<file path="config.mk">
export PLATFORM = sky130hd
export DESIGN_NAME = seq_pattern_tx
export DESIGN_NICKNAME = d
export VERILOG_FILES = /design/src/rtl/seq_pkg.sv /design/src/rtl/seq_down_cnt.sv /design/src/rtl/seq_pattern_tx.sv
export SDC_FILE = /design/constraint.sdc
export NUM_CORES = 1
export LEC_CHECK = 0
export ABC_AREA = 1
export CORE_ASPECT_RATIO = 1.5
export CORE_UTILIZATION = 49
export DETAILED_ROUTE_END_ITERATION = 8
export MAX_ROUTING_LAYER = met4
export PLACE_DENSITY = 0.85
export SLEW_MARGIN = 20
export SYNTH_ARGS = -nofsm -noshare
export SYNTH_HDL_FRONTEND = slang
export SYNTH_SLANG_ARGS = --single-unit
</file>
<file path="constraint.sdc">
create_clock -name clk -period 1.7 [get_ports clk]
set_input_delay 0.17 -clock clk [delete_from_list [all_inputs] [get_ports clk]]
set_output_delay 0.17 -clock clk [all_outputs]
set_load 0.01 [all_outputs]
</file>
<file path="src/rtl/seq_pkg.sv">
// Shared definitions for the serial pattern transmitter: FSM states,
// default widths and the pattern-length normalisation rule.
package seq_pkg;

  localparam int DEFAULT_PAT_W = 8;
  localparam int DEFAULT_LEN_W = 4;
  localparam int DEFAULT_REP_W = 4;
  localparam int DEFAULT_GAP_W = 4;

  typedef enum logic [1:0] {
    IDLE  = 2'b00,
    SHIFT = 2'b01,
    GAP   = 2'b10,
    DONE  = 2'b11
  } state_t;

  // A zero or oversized length request means "use the whole pattern register".
  function automatic int effective_len(input int raw_len, input int max_len);
    if (raw_len == 0 || raw_len > max_len) begin
      return max_len;
    end
    return raw_len;
  endfunction

endpackage

</file>
<file path="src/rtl/seq_down_cnt.sv">
// Loadable down-counter that stops at zero, with a zero flag.
// Used for the bit index, the remaining repetitions and the idle gap.
module seq_down_cnt #(
  parameter int W = 4
) (
  input  logic         clk,
  input  logic         rst,
  input  logic         load,
  input  logic [W-1:0] load_val,
  input  logic         dec,
  output logic [W-1:0] count,
  output logic         zero
);

  // Load has priority over decrement; decrementing at zero holds zero.
  always_ff @(posedge clk) begin
    if (rst) begin
      count <= '0;
    end else if (load) begin
      count <= load_val;
    end else if (dec && count != '0) begin
      count <= count - W'(1);
    end
  end

  assign zero = (count == '0);

endmodule

</file>
<file path="src/rtl/seq_pattern_tx.sv">
// Serial pattern transmitter: captures a parallel pattern on a valid/ready
// handshake and shifts its active window out MSB first, optionally repeating
// it with idle gaps in between, then pulses done for one cycle.
module seq_pattern_tx
  import seq_pkg::*;
#(
  parameter int PAT_W = DEFAULT_PAT_W,
  parameter int LEN_W = DEFAULT_LEN_W,
  parameter int REP_W = DEFAULT_REP_W,
  parameter int GAP_W = DEFAULT_GAP_W
) (
  input  logic             clk,
  input  logic             rst,
  input  logic [PAT_W-1:0] pat_in,
  input  logic [LEN_W-1:0] len_in,
  input  logic [REP_W-1:0] rep_in,
  input  logic [GAP_W-1:0] gap_in,
  input  logic             load_valid,
  output logic             load_ready,
  output logic             seqout,
  output logic             seqout_valid,
  output logic             busy,
  output logic             done
);

  state_t state;

  logic [PAT_W-1:0] pat_reg;
  logic [LEN_W-1:0] len_reg;
  logic [GAP_W-1:0] gap_reg;

  logic [LEN_W-1:0] len_eff_in;
  logic             handshake;
  logic             last_bit;
  logic             repeat_now;
  logic             gap_needed;

  logic             idx_load;
  logic [LEN_W-1:0] idx_load_val;
  logic             idx_dec;
  logic [LEN_W-1:0] idx_count;
  logic             idx_zero;

  logic             rep_load;
  logic             rep_dec;
  logic [REP_W-1:0] rep_count;
  logic             rep_zero;

  logic             gap_load;
  logic [GAP_W-1:0] gap_load_val;
  logic             gap_dec;
  logic [GAP_W-1:0] gap_count;
  logic             gap_zero;

  logic [PAT_W-1:0] first_vec;
  logic [PAT_W-1:0] restart_vec;
  logic [PAT_W-1:0] next_vec;

  logic             unused_counts;

  assign len_eff_in = LEN_W'(effective_len(int'(len_in), PAT_W));
  assign load_ready = (state == IDLE);
  assign handshake  = load_valid && (state == IDLE);
  assign last_bit   = (state == SHIFT) && idx_zero;
  assign repeat_now = last_bit && !rep_zero;
  assign gap_needed = (gap_reg != '0);

  // Bit selection by shifting keeps the index width independent of PAT_W.
  assign first_vec   = pat_in  >> (len_eff_in - LEN_W'(1));
  assign restart_vec = pat_reg >> (len_reg    - LEN_W'(1));
  assign next_vec    = pat_reg >> (idx_count  - LEN_W'(1));

  // The index counter always holds the position of the bit currently on seqout.
  assign idx_load     = handshake || (repeat_now && !gap_needed) ||
                        ((state == GAP) && gap_zero);
  assign idx_load_val = handshake ? (len_eff_in - LEN_W'(1)) : (len_reg - LEN_W'(1));
  assign idx_dec      = (state == SHIFT) && !idx_zero;

  assign rep_load = handshake;
  assign rep_dec  = repeat_now;

  // The gap counter is loaded with gap-1 so that zero marks the final idle cycle.
  assign gap_load     = repeat_now && gap_needed;
  assign gap_load_val = gap_reg - GAP_W'(1);
  assign gap_dec      = (state == GAP) && !gap_zero;

  // Only the zero flags of these two counters steer the FSM.
  assign unused_counts = ^{rep_count, gap_count};

  seq_down_cnt #(.W(LEN_W)) u_idx_cnt (
    .clk      (clk),
    .rst      (rst),
    .load     (idx_load),
    .load_val (idx_load_val),
    .dec      (idx_dec),
    .count    (idx_count),
    .zero     (idx_zero)
  );

  seq_down_cnt #(.W(REP_W)) u_rep_cnt (
    .clk      (clk),
    .rst      (rst),
    .load     (rep_load),
    .load_val (rep_in),
    .dec      (rep_dec),
    .count    (rep_count),
    .zero     (rep_zero)
  );

  seq_down_cnt #(.W(GAP_W)) u_gap_cnt (
    .clk      (clk),
    .rst      (rst),
    .load     (gap_load),
    .load_val (gap_load_val),
    .dec      (gap_dec),
    .count    (gap_count),
    .zero     (gap_zero)
  );

  // Transfer FSM with capture registers and registered serial outputs.
  always_ff @(posedge clk) begin
    if (rst) begin
      state        <= IDLE;
      pat_reg      <= '0;
      len_reg      <= '0;
      gap_reg      <= '0;
      seqout       <= 1'b0;
      seqout_valid <= 1'b0;
      busy         <= 1'b0;
      done         <= 1'b0;
    end else begin
      done <= 1'b0;
      case (state)
        IDLE: begin
          if (load_valid) begin
            pat_reg      <= pat_in;
            len_reg      <= len_eff_in;
            gap_reg      <= gap_in;
            seqout       <= first_vec[0];
            seqout_valid <= 1'b1;
            busy         <= 1'b1;
            state        <= SHIFT;
          end else begin
            seqout       <= 1'b0;
            seqout_valid <= 1'b0;
            busy         <= 1'b0;
          end
        end
        SHIFT: begin
          if (!idx_zero) begin
            seqout       <= next_vec[0];
            seqout_valid <= 1'b1;
          end else if (!rep_zero) begin
            if (gap_needed) begin
              seqout       <= 1'b0;
              seqout_valid <= 1'b0;
              state        <= GAP;
            end else begin
              seqout       <= restart_vec[0];
              seqout_valid <= 1'b1;
            end
          end else begin
            seqout       <= 1'b0;
            seqout_valid <= 1'b0;
            done         <= 1'b1;
            state        <= DONE;
          end
        end
        GAP: begin
          if (gap_zero) begin
            seqout       <= restart_vec[0];
            seqout_valid <= 1'b1;
            state        <= SHIFT;
          end else begin
            seqout       <= 1'b0;
            seqout_valid <= 1'b0;
          end
        end
        DONE: begin
          seqout       <= 1'b0;
          seqout_valid <= 1'b0;
          busy         <= 1'b0;
          state        <= IDLE;
        end
        default: begin
          state <= IDLE;
        end
      endcase
    end
  end

endmodule

</file>
==> impl_metrics.toml <==
[timing]
drv_slew = 0
rsz0062_at_grt = "yes"
period_minus_slack_ps = 1691
fin_setup_tns_ps = 0
worst_pin_slew_ps = 294.1
fmax_mhz = 591.4
hold_viol_final = 0
fin_crit_sh = 0.9947
slew_headroom = 0.8033
setup_viol = 0
skew_ps = 11.65

[critical_path]
path_class = "reg2reg"
arrival_ps = 1890
crit_required_ps = 1900
crit_path_max_fanout = 3
crit-reg2reg-launch = "u_idx_cnt.count[1]"
cp-start-kind = "register"
r2r_setup_slack_ps = 9
rr_worst_depth = 11
crit_path_end_kind = "register"
r2r-end = "u_gap_cnt.count[2]"

[floorplan]
die-area_um2 = 4477
die_x_um = 54.97
start_util = 0.5163
num_rows = 28
core_area_um2 = 3994
die_y_um = 81.45
io_pins = 28

[clock_network]
cts_tree = "done"
insertion_delay_ps = 290
clk_pin_slew_ps = 80
h-tree-depth = 2
clockRootBuffer = "clkbuf_8"
clockBufferDepth = 2
cts_sinks = 34
cts_buffers = 5

[route]
dr_total_vias = 2157
detail-route-antenna-nets = 0
routed_wl_mm = 5.494
drtIter0Drc = 70
first_pass_iters = 4
drcViolationCount = 0
viasPerCell = 5.433
wl_per_cell_um = 13.84

[global_routing]
track_usage = 0.2681
globalRouteOverflowTotal = 0
grt_pass1_vias = 1984
antenna_found_initial = 0
grt_start_max_net_pins = 28
grt_pass1_wl_mm = 8.397

[synth]
avgSynthCellArea_um2 = 6.673
ys_ff_latch = 34
synth-main-ff-cell = "dfxtp_1"
synth_nets = 341
async_flop_share = 0
postSynthCellCount = 309
syn-cell-area_um2 = 2062
yosysSeqAreaShare = 0.3301
synth_edf_count = 0
yosysUniqueCellTypes = 33
yosys_warnings = 0

[power]
leakagePower_nw = 1.210
finalPower_w = 0.004471
cellPowerDensity_nw_per_um2 = 1643
ir_drop_mv = 1.172

[place]
dp_hpwl_mm = 4.055
io_buffers = 27
gp_congestion = 0.9974

[layout]
drive_above_1_share = 0.1989
antenna_cells = 0
nNetsFinal = 383
largest_register_ffs = 8
areaGrowthSynthToFinish_pct = 31.98

[flow_run]
maxCapViolations = 0

[min_path]
hold_class = "reg2reg"
hold_end = "busy"
whs_path_depth = 2
min_from = "busy"

[run_status]
status = "completed"
-- how the worst max path moves through the flow --
stage	startpoint	end	slack, ps
2_1_floorplan	state[1]	u_gap_cnt.count[2]	-10
3_3_place_gp	u_idx_cnt.count[1]	u_gap_cnt.count[2]	50
3_5_place_dp	u_rep_cnt.count[0]	u_gap_cnt.count[2]	-60
4_1_cts	u_idx_cnt.count[1]	u_gap_cnt.count[2]	-4
5_1_grt	state[1]	u_gap_cnt.count[2]	-90
6_report	u_idx_cnt.count[1]	u_gap_cnt.count[2]	9
-- per-layer routing --
| layer | share of wire | wire [um] | global-route usage |
|---|---|---|---|
| met1 | 0.36 | 1994 | 0.2528 |
| met2 | 0.56 | 3095 | 0.4952 |
| met3 | 0.036 | 198 | 0.05556 |
| met4 | 0.037 | 205 | 0.1175 |
| met5 | 0 | 0 | - |
-- cell usage after synthesis (all sizes together) (2+ instances only) --
master  number  area [um2]
nand2       60       260.3
nor2        48       200.2
inv         40       150.1
dfxtp       34       680.7
o21ai       31       155.1
nand3       29       155.2
a21oi       23       122.6
ha           9       112.6
buf          4       22.52
clkbuf       4       15.01
xor2         4       35.03
a211oi       3       22.52
nand3b       3       22.52
nand4        3       18.77
nor3         3       15.01
a31oi        2       12.51
o31ai        2       15.01
-- cells in the final DEF, fill, tap and decap left out, types with 6 or more instances in the layout --
cell type        count
a21oi_1             21
buf_4               15
clkbuf_8             6
clkdlybuf4s50_1     26
dfxtp_1             28
inv_1               35
nand2_1             47
nand2_2              8
nand3_1             24
nor2_1              40
o21ai_0             28
-- kinds of logic after synthesis --
group	count (synthesis)	share of synthesized area
simple gates	148	0.3319
flops	34	0.3301
fa+ha+maj	9	0.05461
xor+xnor	5	0.02124
buf+inv	49	0.09283
compound gates	64	0.1693
-- stage by stage --
step                area [um2]  cells  utilization  hold slack [ps]  worst slack (ps)
floorplan                 2110    309            -            318.3            -9.614
global placement          2510    387       0.6284            444.2             49.78
detailed placement        2510    387       0.6284            454.4            -58.52
CTS                       2650    396       0.6635            461.0            -3.671
global route              2721    397       0.6814            490.7            -85.61
finish                    2721    397       0.6814            458.6             9.083
-- final cells by class --
type	instances	area, um2
repair buffers	43	405.4
inverters	41	157.7
fillers	344	1272
well taps	45	56.30
flip-flops and latches	34	690.7
clock buffers	6	82.58
clock inverters	2	12.51
multi-input cells	226	1316
-- critical path, stage by stage (launching register included) --
cell      delay [ps]
dfxtp_2          330
inv_2             80
ha_4             160
nand3_4          100
nor2_4           170
nand2_4           90
a21oi_4          170
ha_2             190
nand3b_1         120
nand3_1           90
nand3_1           70
inv_1             40
-- where the power goes --
group	leakage [nW]	switching, W	total, W	internal [W]
combinational	0.880	0.00147	0.00255	0.00108
clock	0.0472	0.000304	0.000630	0.000325
sequential	0.283	0.000217	0.00129	0.00107
total	1.21	0.00200	0.00447	0.00247
-- repair_timing --
action,4_1_cts,5_1_grt
setup buffers,1,1
pin swaps,4,12
hold buffers,0,0
resized for setup,11,21
endpoints found under the setup margin,1,10
Note: power is estimated with default switching activity, not from simulation.
